**src/rtl/cp0_timer_ctrl_if.sv**
```systemverilog
// cp0_timer_ctrl_if: pipeline <-> CP0 bus.
// Carries the MTC0/MFC0 register access and the exception/ERET commit signals.
// The master side is the pipeline (memory/write-back stage); the slave side is CP0.
interface cp0_timer_ctrl_if;
    // MTC0 write port
    logic        mtc0_we;
    logic [4:0]  mtc0_addr;
    logic [31:0] mtc0_wdata;
    // MFC0 read port (combinational read data)
    logic [4:0]  mfc0_addr;
    logic [31:0] mfc0_rdata;
    // precise exception / ERET commit
    logic        exc_valid;
    logic [4:0]  exc_code;
    logic [31:0] exc_pc;
    logic        exc_bd;
    logic        exc_badv_we;
    logic [31:0] exc_badvaddr;
    logic        eret;

    modport master (
        output mtc0_we, mtc0_addr, mtc0_wdata, mfc0_addr,
        output exc_valid, exc_code, exc_pc, exc_bd, exc_badv_we, exc_badvaddr, eret,
        input  mfc0_rdata
    );

    modport slave (
        input  mtc0_we, mtc0_addr, mtc0_wdata, mfc0_addr,
        input  exc_valid, exc_code, exc_pc, exc_bd, exc_badv_we, exc_badvaddr, eret,
        output mfc0_rdata
    );
endinterface

```
**src/rtl/cp0_timer_ctrl.sv**
```systemverilog
// cp0_timer_ctrl: MIPS CP0 register file with Count/Compare timer and
// precise exception-commit / ERET handling.
// Optional feature macro: CP0_TIMER_EN
//   defined     - prescaled Count, Compare and the Cause.TI timer interrupt
//   not defined - no timer storage; regs 9/11 read 0, TI is constant 0
// Same-cycle commit priority: exception > ERET > MTC0.
module cp0_timer_ctrl #(
    parameter int          NUM_HW_INT   = 6,
    parameter int          COUNT_DIV    = 2,
    parameter logic [31:0] PRID_VALUE   = 32'h0000_4220,
    parameter logic [31:0] CONFIG_VALUE = 32'h0000_8000
) (
    input  logic                  clk,
    input  logic                  rst,
    cp0_timer_ctrl_if.slave       bus,
    input  logic [NUM_HW_INT-1:0] hw_int_i,
    output logic                  int_req_o,
    output logic [31:0]           status_o,
    output logic [31:0]           cause_o,
    output logic [31:0]           epc_o
);

    localparam logic [4:0] REG_BADVADDR = 5'd8;
    localparam logic [4:0] REG_COUNT    = 5'd9;
    localparam logic [4:0] REG_COMPARE  = 5'd11;
    localparam logic [4:0] REG_STATUS   = 5'd12;
    localparam logic [4:0] REG_CAUSE    = 5'd13;
    localparam logic [4:0] REG_EPC      = 5'd14;
    localparam logic [4:0] REG_PRID     = 5'd15;
    localparam logic [4:0] REG_CONFIG   = 5'd16;

    // Writable architectural state outside the timer.
    typedef struct packed {
        logic [31:0] badvaddr;
        logic [7:0]  im;        // Status.IM
        logic        exl;       // Status.EXL
        logic        ie;        // Status.IE
        logic        bd;        // Cause.BD
        logic [1:0]  ip_sw;     // Cause.IP[1:0] (software interrupts)
        logic [4:0]  exc_code;  // Cause.ExcCode
        logic [31:0] epc;
    } core_t;

    core_t                 core_q, core_d;
    logic [NUM_HW_INT-1:0] hw_q;
    logic                  ti;
    logic [7:0]            ip;

    // Commit arbitration: a lower-priority commit is dropped, never deferred.
    logic do_exc, do_eret, do_mtc0;
    assign do_exc  = bus.exc_valid;
    assign do_eret = ~bus.exc_valid & bus.eret;
    assign do_mtc0 = ~bus.exc_valid & ~bus.eret & bus.mtc0_we;

    // Next-state for the non-timer registers.
    always_comb begin
        // NOTE: every always_comb target gets a default first so no path can infer a latch.
        core_d = core_q;
        if (do_exc) begin
            if (!core_q.exl) begin
                core_d.epc = bus.exc_pc;
                core_d.bd  = bus.exc_bd;
            end
            core_d.exl      = 1'b1;
            core_d.exc_code = bus.exc_code;
            if (bus.exc_badv_we) core_d.badvaddr = bus.exc_badvaddr;
        end else if (do_eret) begin
            core_d.exl = 1'b0;
        end else if (do_mtc0) begin
            case (bus.mtc0_addr)
                REG_BADVADDR: core_d.badvaddr = bus.mtc0_wdata;
                REG_STATUS: begin
                    core_d.im  = bus.mtc0_wdata[15:8];
                    core_d.exl = bus.mtc0_wdata[1];
                    core_d.ie  = bus.mtc0_wdata[0];
                end
                REG_CAUSE:    core_d.ip_sw = bus.mtc0_wdata[9:8];
                REG_EPC:      core_d.epc   = bus.mtc0_wdata;
                default:      ;
            endcase
        end
    end

    // Non-timer state register; hardware interrupt lines are sampled every cycle.
    always_ff @(posedge clk or negedge rst) begin
        if (!rst) begin
            core_q <= '0;
            hw_q   <= '0;
        end else begin
            // NOTE: sequential state uses non-blocking assignments so every register sees pre-edge values.
            core_q <= core_d;
            hw_q   <= hw_int_i;
        end
    end

`ifdef CP0_TIMER_EN
    localparam int PW = (COUNT_DIV > 1) ? $clog2(COUNT_DIV) : 1;

    logic [PW-1:0] presc_q, presc_d;
    logic [31:0]   count_q, count_d;
    logic [31:0]   compare_q, compare_d;
    logic          ti_q, ti_d;
    logic          wr_count, wr_compare;

    assign wr_count   = do_mtc0 && (bus.mtc0_addr == REG_COUNT);
    assign wr_compare = do_mtc0 && (bus.mtc0_addr == REG_COMPARE);

    // Prescaler, Count increment and sticky TI; a Compare write clears TI last so it wins.
    always_comb begin
        presc_d   = presc_q;
        count_d   = count_q;
        compare_d = compare_q;
        ti_d      = ti_q;
        if (wr_count) begin
            count_d = bus.mtc0_wdata;
            presc_d = '0;
        end else if (presc_q == PW'(COUNT_DIV - 1)) begin
            presc_d = '0;
            count_d = count_q + 32'd1;
            if (count_q + 32'd1 == compare_q) ti_d = 1'b1;
        end else begin
            presc_d = presc_q + 1'b1;
        end
        if (wr_compare) begin
            compare_d = bus.mtc0_wdata;
            ti_d      = 1'b0;
        end
    end

    // Timer state register.
    always_ff @(posedge clk or negedge rst) begin
        if (!rst) begin
            presc_q   <= '0;
            count_q   <= '0;
            compare_q <= '0;
            ti_q      <= 1'b0;
        end else begin
            presc_q   <= presc_d;
            count_q   <= count_d;
            compare_q <= compare_d;
            ti_q      <= ti_d;
        end
    end

    assign ti = ti_q;
`else
    assign ti = 1'b0;
`endif

    // Cause.IP view: software bits, sampled hardware lines, TI folded into IP[7].
    always_comb begin
        ip      = '0;
        ip[1:0] = core_q.ip_sw;
        for (int i = 0; i < NUM_HW_INT; i++) ip[2+i] = hw_q[i];
        ip[7]   = ip[7] | ti;
    end

    assign status_o  = {9'b0, 1'b1, 6'b0, core_q.im, 6'b0, core_q.exl, core_q.ie};
    assign cause_o   = {core_q.bd, ti, 14'b0, ip, 1'b0, core_q.exc_code, 2'b0};
    assign epc_o     = core_q.epc;
    assign int_req_o = core_q.ie & ~core_q.exl & (|(ip & core_q.im));

    // MFC0 read mux: pre-edge register values, unimplemented numbers read 0.
    always_comb begin
        bus.mfc0_rdata = 32'h0;
        case (bus.mfc0_addr)
            REG_BADVADDR: bus.mfc0_rdata = core_q.badvaddr;
`ifdef CP0_TIMER_EN
            REG_COUNT:    bus.mfc0_rdata = count_q;
            REG_COMPARE:  bus.mfc0_rdata = compare_q;
`endif
            REG_STATUS:   bus.mfc0_rdata = status_o;
            REG_CAUSE:    bus.mfc0_rdata = cause_o;
            REG_EPC:      bus.mfc0_rdata = core_q.epc;
            REG_PRID:     bus.mfc0_rdata = PRID_VALUE;
            REG_CONFIG:   bus.mfc0_rdata = CONFIG_VALUE;
            default:      ;
        endcase
    end

endmodule
```
**src/flat_wrapper.sv**
```systemverilog
// flat-port wrapper written by rule: the top's interface ports become plain ports
module cp0_timer_ctrl_flat 
#(
    parameter int          NUM_HW_INT   = 6,
    parameter int          COUNT_DIV    = 2,
    parameter logic [31:0] PRID_VALUE   = 32'h0000_4220,
    parameter logic [31:0] CONFIG_VALUE = 32'h0000_8000
)
  (clk, rst, hw_int_i, int_req_o, status_o, cause_o, epc_o, bus_mtc0_we, bus_mtc0_addr, bus_mtc0_wdata, bus_mfc0_addr, bus_exc_valid, bus_exc_code, bus_exc_pc, bus_exc_bd, bus_exc_badv_we, bus_exc_badvaddr, bus_eret, bus_mfc0_rdata);
  cp0_timer_ctrl_if bus_i ();
  input  logic clk;
  input  logic rst;
  input  logic [NUM_HW_INT-1:0] hw_int_i;
  output logic int_req_o;
  output logic [31:0] status_o;
  output logic [31:0] cause_o;
  output logic [31:0] epc_o;
  input wire logic [$bits(bus_i.mtc0_we)-1:0] bus_mtc0_we;
  input wire logic [$bits(bus_i.mtc0_addr)-1:0] bus_mtc0_addr;
  input wire logic [$bits(bus_i.mtc0_wdata)-1:0] bus_mtc0_wdata;
  input wire logic [$bits(bus_i.mfc0_addr)-1:0] bus_mfc0_addr;
  input wire logic [$bits(bus_i.exc_valid)-1:0] bus_exc_valid;
  input wire logic [$bits(bus_i.exc_code)-1:0] bus_exc_code;
  input wire logic [$bits(bus_i.exc_pc)-1:0] bus_exc_pc;
  input wire logic [$bits(bus_i.exc_bd)-1:0] bus_exc_bd;
  input wire logic [$bits(bus_i.exc_badv_we)-1:0] bus_exc_badv_we;
  input wire logic [$bits(bus_i.exc_badvaddr)-1:0] bus_exc_badvaddr;
  input wire logic [$bits(bus_i.eret)-1:0] bus_eret;
  output wire logic [$bits(bus_i.mfc0_rdata)-1:0] bus_mfc0_rdata;
  assign bus_i.mtc0_we = bus_mtc0_we;
  assign bus_i.mtc0_addr = bus_mtc0_addr;
  assign bus_i.mtc0_wdata = bus_mtc0_wdata;
  assign bus_i.mfc0_addr = bus_mfc0_addr;
  assign bus_i.exc_valid = bus_exc_valid;
  assign bus_i.exc_code = bus_exc_code;
  assign bus_i.exc_pc = bus_exc_pc;
  assign bus_i.exc_bd = bus_exc_bd;
  assign bus_i.exc_badv_we = bus_exc_badv_we;
  assign bus_i.exc_badvaddr = bus_exc_badvaddr;
  assign bus_i.eret = bus_eret;
  assign bus_mfc0_rdata = bus_i.mfc0_rdata;
  cp0_timer_ctrl #(.NUM_HW_INT(NUM_HW_INT), .COUNT_DIV(COUNT_DIV), .PRID_VALUE(PRID_VALUE), .CONFIG_VALUE(CONFIG_VALUE)) u_core (.clk(clk), .rst(rst), .bus(bus_i), .hw_int_i(hw_int_i), .int_req_o(int_req_o), .status_o(status_o), .cause_o(cause_o), .epc_o(epc_o));
endmodule
```
**config.mk**
```make
export PLATFORM = sky130hd
export DESIGN_NAME = cp0_timer_ctrl_flat
export DESIGN_NICKNAME = d
export VERILOG_FILES = /design/src/rtl/cp0_timer_ctrl_if.sv /design/src/rtl/cp0_timer_ctrl.sv /design/src/flat_wrapper.sv
export SDC_FILE = /design/constraint.sdc
export NUM_CORES = 1
export LEC_CHECK = 0
export BUFFER_PORTS_ARGS = -buffer_cell sky130_fd_sc_hd__buf_2
export CAP_MARGIN = 20
export CORE_UTILIZATION = 48
export CTS_CLUSTER_SIZE = 24
export DETAILED_ROUTE_END_ITERATION = 10
export PLACE_DENSITY_LB_ADDON = 0.1
export SLEW_MARGIN = 5
export SYNTH_ARGS = -nofsm -noshare
export SYNTH_HDL_FRONTEND = slang
export SYNTH_SLANG_ARGS = --single-unit
```
**constraint.sdc**
```tcl
create_clock -name clk -period 1.75 [get_ports clk]
set_input_delay 0.2625 -clock clk [delete_from_list [all_inputs] [get_ports clk]]
set_output_delay 0.2625 -clock clk [all_outputs]
set_load 0.005 [all_outputs]
```
# == After elaboration in Yosys (flattened, before gate mapping) ==
# Cells that the tools add are included.
# classes
n_eq_ne,13
muxes,14
bitwise_logic,10
reduce_logical,12
# ops
op,n
$mux 32,8
$pmux 32 s6,1
$eq 5x4->1 const B,9
$mux 42,1
$mux 40,1
$reduce_and 4->1,4
$mux 10,1
$and 8x8->8,1
$reduce_or 8->1,1
$reduce_bool 2->1,3
$reduce_bool 3->1,2
$and 1x1->1,5
$eq 5x5->1 const B,1
$ne 2x2->1 const B,2
$not 1->1,4
$reduce_and 2->1,2
$mux 1,2
$ne 2x1->1 const B,1
# totals
ff_bits,88
inputBits,124

# == Logic depth before layout (Yosys ltp) ==
# depth
depth_word,6
mapped_depth,6

# == Worst setup path before layout ==
# OpenSTA, ideal clock, no wires.
# synth_timing
path_kind,input -> output
from,in bus_mfc0_addr[3]
to,out bus_mfc0_rdata[1]
arrival_time_ns,1.277
setup_slack_ns,0.210
cell_stages,6
path_buffers,3
path_cell_list,and3b_1 > buf_6 > and2_4 > buf_6 > buf_6 > a221o_1
# synth_via
elab_chain_cells,2
elab_cells_between_ends,7
# synth_rtl
element,line,source
start: declaration,flat_wrapper.sv:21,input wire logic [$bits(bus_i.mfc0_addr)-1:0] bus_mfc0_addr;
$eq 5x5->1 / $eq 5x4->1 (equally long branches),cp0_timer_ctrl.sv:166,case (bus.mfc0_addr)
$pmux 32 s6 *,cp0_timer_ctrl.sv:166,
end: declaration,flat_wrapper.sv:29,output wire logic [$bits(bus_i.mfc0_rdata)-1:0] bus_mfc0_rdata;
# Mark *: on every way between the ends. The rest lies on a longest branch, timed or not.

# == Worst setup path after layout ==
# layout_timing
from,reg u_core.core_q (netlist bit u_core.status_o[15])
to,out int_req_o
# layout_via
elab_chain_cells,3
# layout_rtl
element,line,source
start: declaration,cp0_timer_ctrl.sv:44,"core_t core_q, core_d;"
start signal: assignment,cp0_timer_ctrl.sv:91,core_q <= core_d;
$and 8x8->8,cp0_timer_ctrl.sv:161,assign int_req_o = core_q.ie & ~core_q.exl & (|(ip & core_q.im));
$reduce_or 8->1,cp0_timer_ctrl.sv:161,
$and 1x1->1,cp0_timer_ctrl.sv:161,
end: declaration,flat_wrapper.sv:14,output logic int_req_o;
# No other way between the ends.

==> metrics <==
kind of start point of the critical path flip-flop; antenna violations before repair 0; portion of the clock cycle consumed by the worst path in the final layout 0.973; commonest non-fill, non-tap cell in the layout sky130_fd_sc_hd__buf_2; setup skew after layout 5.04 ps; core area around 11000 µm²; total number of vias around 4300; Required @ worst endpoint approximately 1500 ps; commonest cells after routing, fill and taps aside sky130_fd_sc_hd__buf_2, sky130_fd_sc_hd__dfrtp_1, sky130_fd_sc_hd__mux2_2, sky130_fd_sc_hd__a22o_1, sky130_fd_sc_hd__conb_1; Yosys cell types 39; clock tree from TritonCTS done; clock slew at reported path FFs roughly 60 ps; synthesized area per cell between 10 and 15 µm²; worst reg2reg path endpoint u_core.epc_o[19]$_DFFE_PN0P_; Finish-stage setup viols 0; reg-to-reg slack, setup 450 ps; clock latency on the worst-skew pair about 330 ps; total chip power approximately 5900 µW; startpoint of the worst register-to-register path u_core.status_o[1]$_DFFE_PN0P_; area share of the leading cell type in the synthesized netlist 0.403; aggregate global routing overflow 0; outcome finished, final reports clean; Worst Hold End u_core.hw_q[1]$_DFF_PN0_; crit path kind reg2out; Final Hold Vio Count 0; antenna-violating nets left 0; Hold/Removal Path Class in2reg; cell type with the largest total area after synthesis sky130_fd_sc_hd__dfrtp_1; # diodes 0; ratio of routed vias to standard cells around 5.2; total routing usage reported by global routing 0.239; total I/O pin count 253; total number of H-tree levels 3; timing-limited maximum frequency roughly 590 MHz; area of the die approximately 12000 µm²; total of warnings raised by yosys 0; Worst R2R Path Depth 4; fraction of the core area covered by cells at the end of the flow 0.600; maximum capacitance violations 0; total wirelength of the detailed-routed design approximately 14000 µm; routed wirelength normalized by instance count 16.7 µm; Seq cells post-synth between 80 and 90; min-delay src hw_int_i[1]; largest net degree at the start of global routing between 60 and 70; Die Ht approximately 110 µm; PwrDens a little under 900 nW/µm²; Max Slew Vio Count 0; critical path endpoint category output pin; maximum VDD drop approximately 570 µV; first-pass GRT wire length roughly 21000 µm; post-layout min period about 1700 ps; die span in x 109 µm; largest cells by area after synthesis sky130_fd_sc_hd__dfrtp_1, sky130_fd_sc_hd__buf_4, sky130_fd_sc_hd__mux2_2; master cell of the clock root buffer sky130_fd_sc_hd__clkbuf_16; count of mapped cells out of synthesis between 500 and 600; Post-layout nets just over 800; number of iterations in the first detailed-routing pass 4; initial detailed-routing violation count about 190; number of placement rows 38; clock buffer count from CTS 9; residual DRC count 0; leakage power figure 0.00342 µW; number of buffers between clock root and the deepest sink 2; hold depth 1; max-slew headroom at the worst pin 0.378; Hold Slack approximately 36 ps; clock sink count 88; area overhead of the layout relative to synthesis 20.6%; Arrival @ worst endpoint ~1400 ps; fraction of final layout cells sized beyond drive strength 1 0.443; number of global-route vias before repair ~4300; sequential fraction of the synthesis area 0.403; Worst Path Max Fanout 4; netlist area before placement approximately 5500 µm²; starting utilization of the core area 0.497; placer's final routability congestion estimate 0.871; Post-DP HPWL between 10000 and 15000 µm; number of buffer cells added on primary ports 212; transition at the pin with the smallest max-transition slack slightly above 900 ps
## through the flow
step                      setup slack, ps  area [µm²]  setup TNS (ps)  std cells
final                                46.7        6590               0        835
after floorplan                       210        5600               0        566
after global routing                -3.27        6590           -3.27        835
after detailed placement             84.5        6220               0        814
after global placement                116        6220               0        814
after CTS                            18.7        6550               0        831
## cell families (layout without fill, tap and decap cells)
logic type / after synthesis / after routing / synth area share
buf+inv: 158 / 287 / 0.184
compound gates: 102 / 102 / 0.141
simple gates: 97 / 97 / 0.110
flops: 88 / 88 / 0.403
mux: 81 / 81 / 0.160
other cells: 2 / 40 / 0.00138
## power by group
group | leakage (µW) | switching, µW | internal [µW] | total [µW]
sequential | 0.00109 | 251 | 2360 | 2610
combinational | 0.00218 | 558 | 633 | 1190
clock | 0.000150 | 800 | 1250 | 2050
total | 0.00342 | 1610 | 4240 | 5850
## worst max-delay path by stage
stage | from | to | cells after the start
final | u_core.status_o[15]$_DFFE_PN0P_ | int_req_o | 4
after global routing | u_core.status_o[11]$_DFFE_PN0P_ | int_req_o | 4
after CTS | u_core.status_o[11]$_DFFE_PN0P_ | int_req_o | 4
after detailed placement | bus_eret | u_core.core_q[60]$_DFFE_PN0P_ | 4
after global placement | bus_eret | u_core.core_q[60]$_DFFE_PN0P_ | 4
after floorplan | bus_mfc0_addr[3] | bus_mfc0_rdata[1] | 6
## area by class of cell
type | instances | area (µm²)
clock buffer | 11 | 233
clock inverter | 5 | 81.3
fill | 971 | 4400
inverter | 33 | 124
multi-input combinational | 320 | 2420
sequential | 88 | 2200
tap | 140 | 175
timing repair buffer | 238 | 1350
## state kept, by name (all words and copies together), names as in the netlist
register,cells
u_core.status_o,10
u_core.core_q,32
u_core.cause_o,8
u_core.epc_o,32
u_core.hw_q,6
## repair_timing
item                                    in CTS  in global routing
hold endpoints to repair                    26                  0
setup buffers                                0                  4
hold buffers                                 1                  0
endpoints found under the setup margin       1                  2
resized for setup                            1                  2
## worst max-delay path: stages (launching register included)
cell	delay, ps
sky130_fd_sc_hd__dfrtp_1	440
sky130_fd_sc_hd__a22oi_1	190
sky130_fd_sc_hd__nand4_1	150
sky130_fd_sc_hd__and3_1	210
sky130_fd_sc_hd__buf_2	130
## cells in the mapped netlist (all sizes together)
library cell / count
buf: 111
dfrtp: 88
mux2: 49
a22o: 48
nor2b: 35
inv: 33
a21oi: 32
mux2i: 32
nand3: 28
clkbuf: 14
a221o: 8
and3: 8
nand4: 7
a22oi: 5
and2: 4
nand2: 3
and3b: 2
conb: 2
nor4b: 2
nor4bb: 2
o2111ai: 2
o211ai: 2
a211oi: 1
a21o: 1
a311o: 1
and2b: 1
and4bb: 1
nand2b: 1
nor2: 1
nor3: 1
nor3b: 1
o21ai: 1
o221ai: 1
## per-layer routing
layer,track usage,wire length [µm],vias up
met5,0,0,-
met4,0.0656,168,0
met3,0.0430,1030,12
met2,0.404,6640,185
met1,0.316,6090,2084
li1,-,-,2062
(Power assumes the default switching activity.)
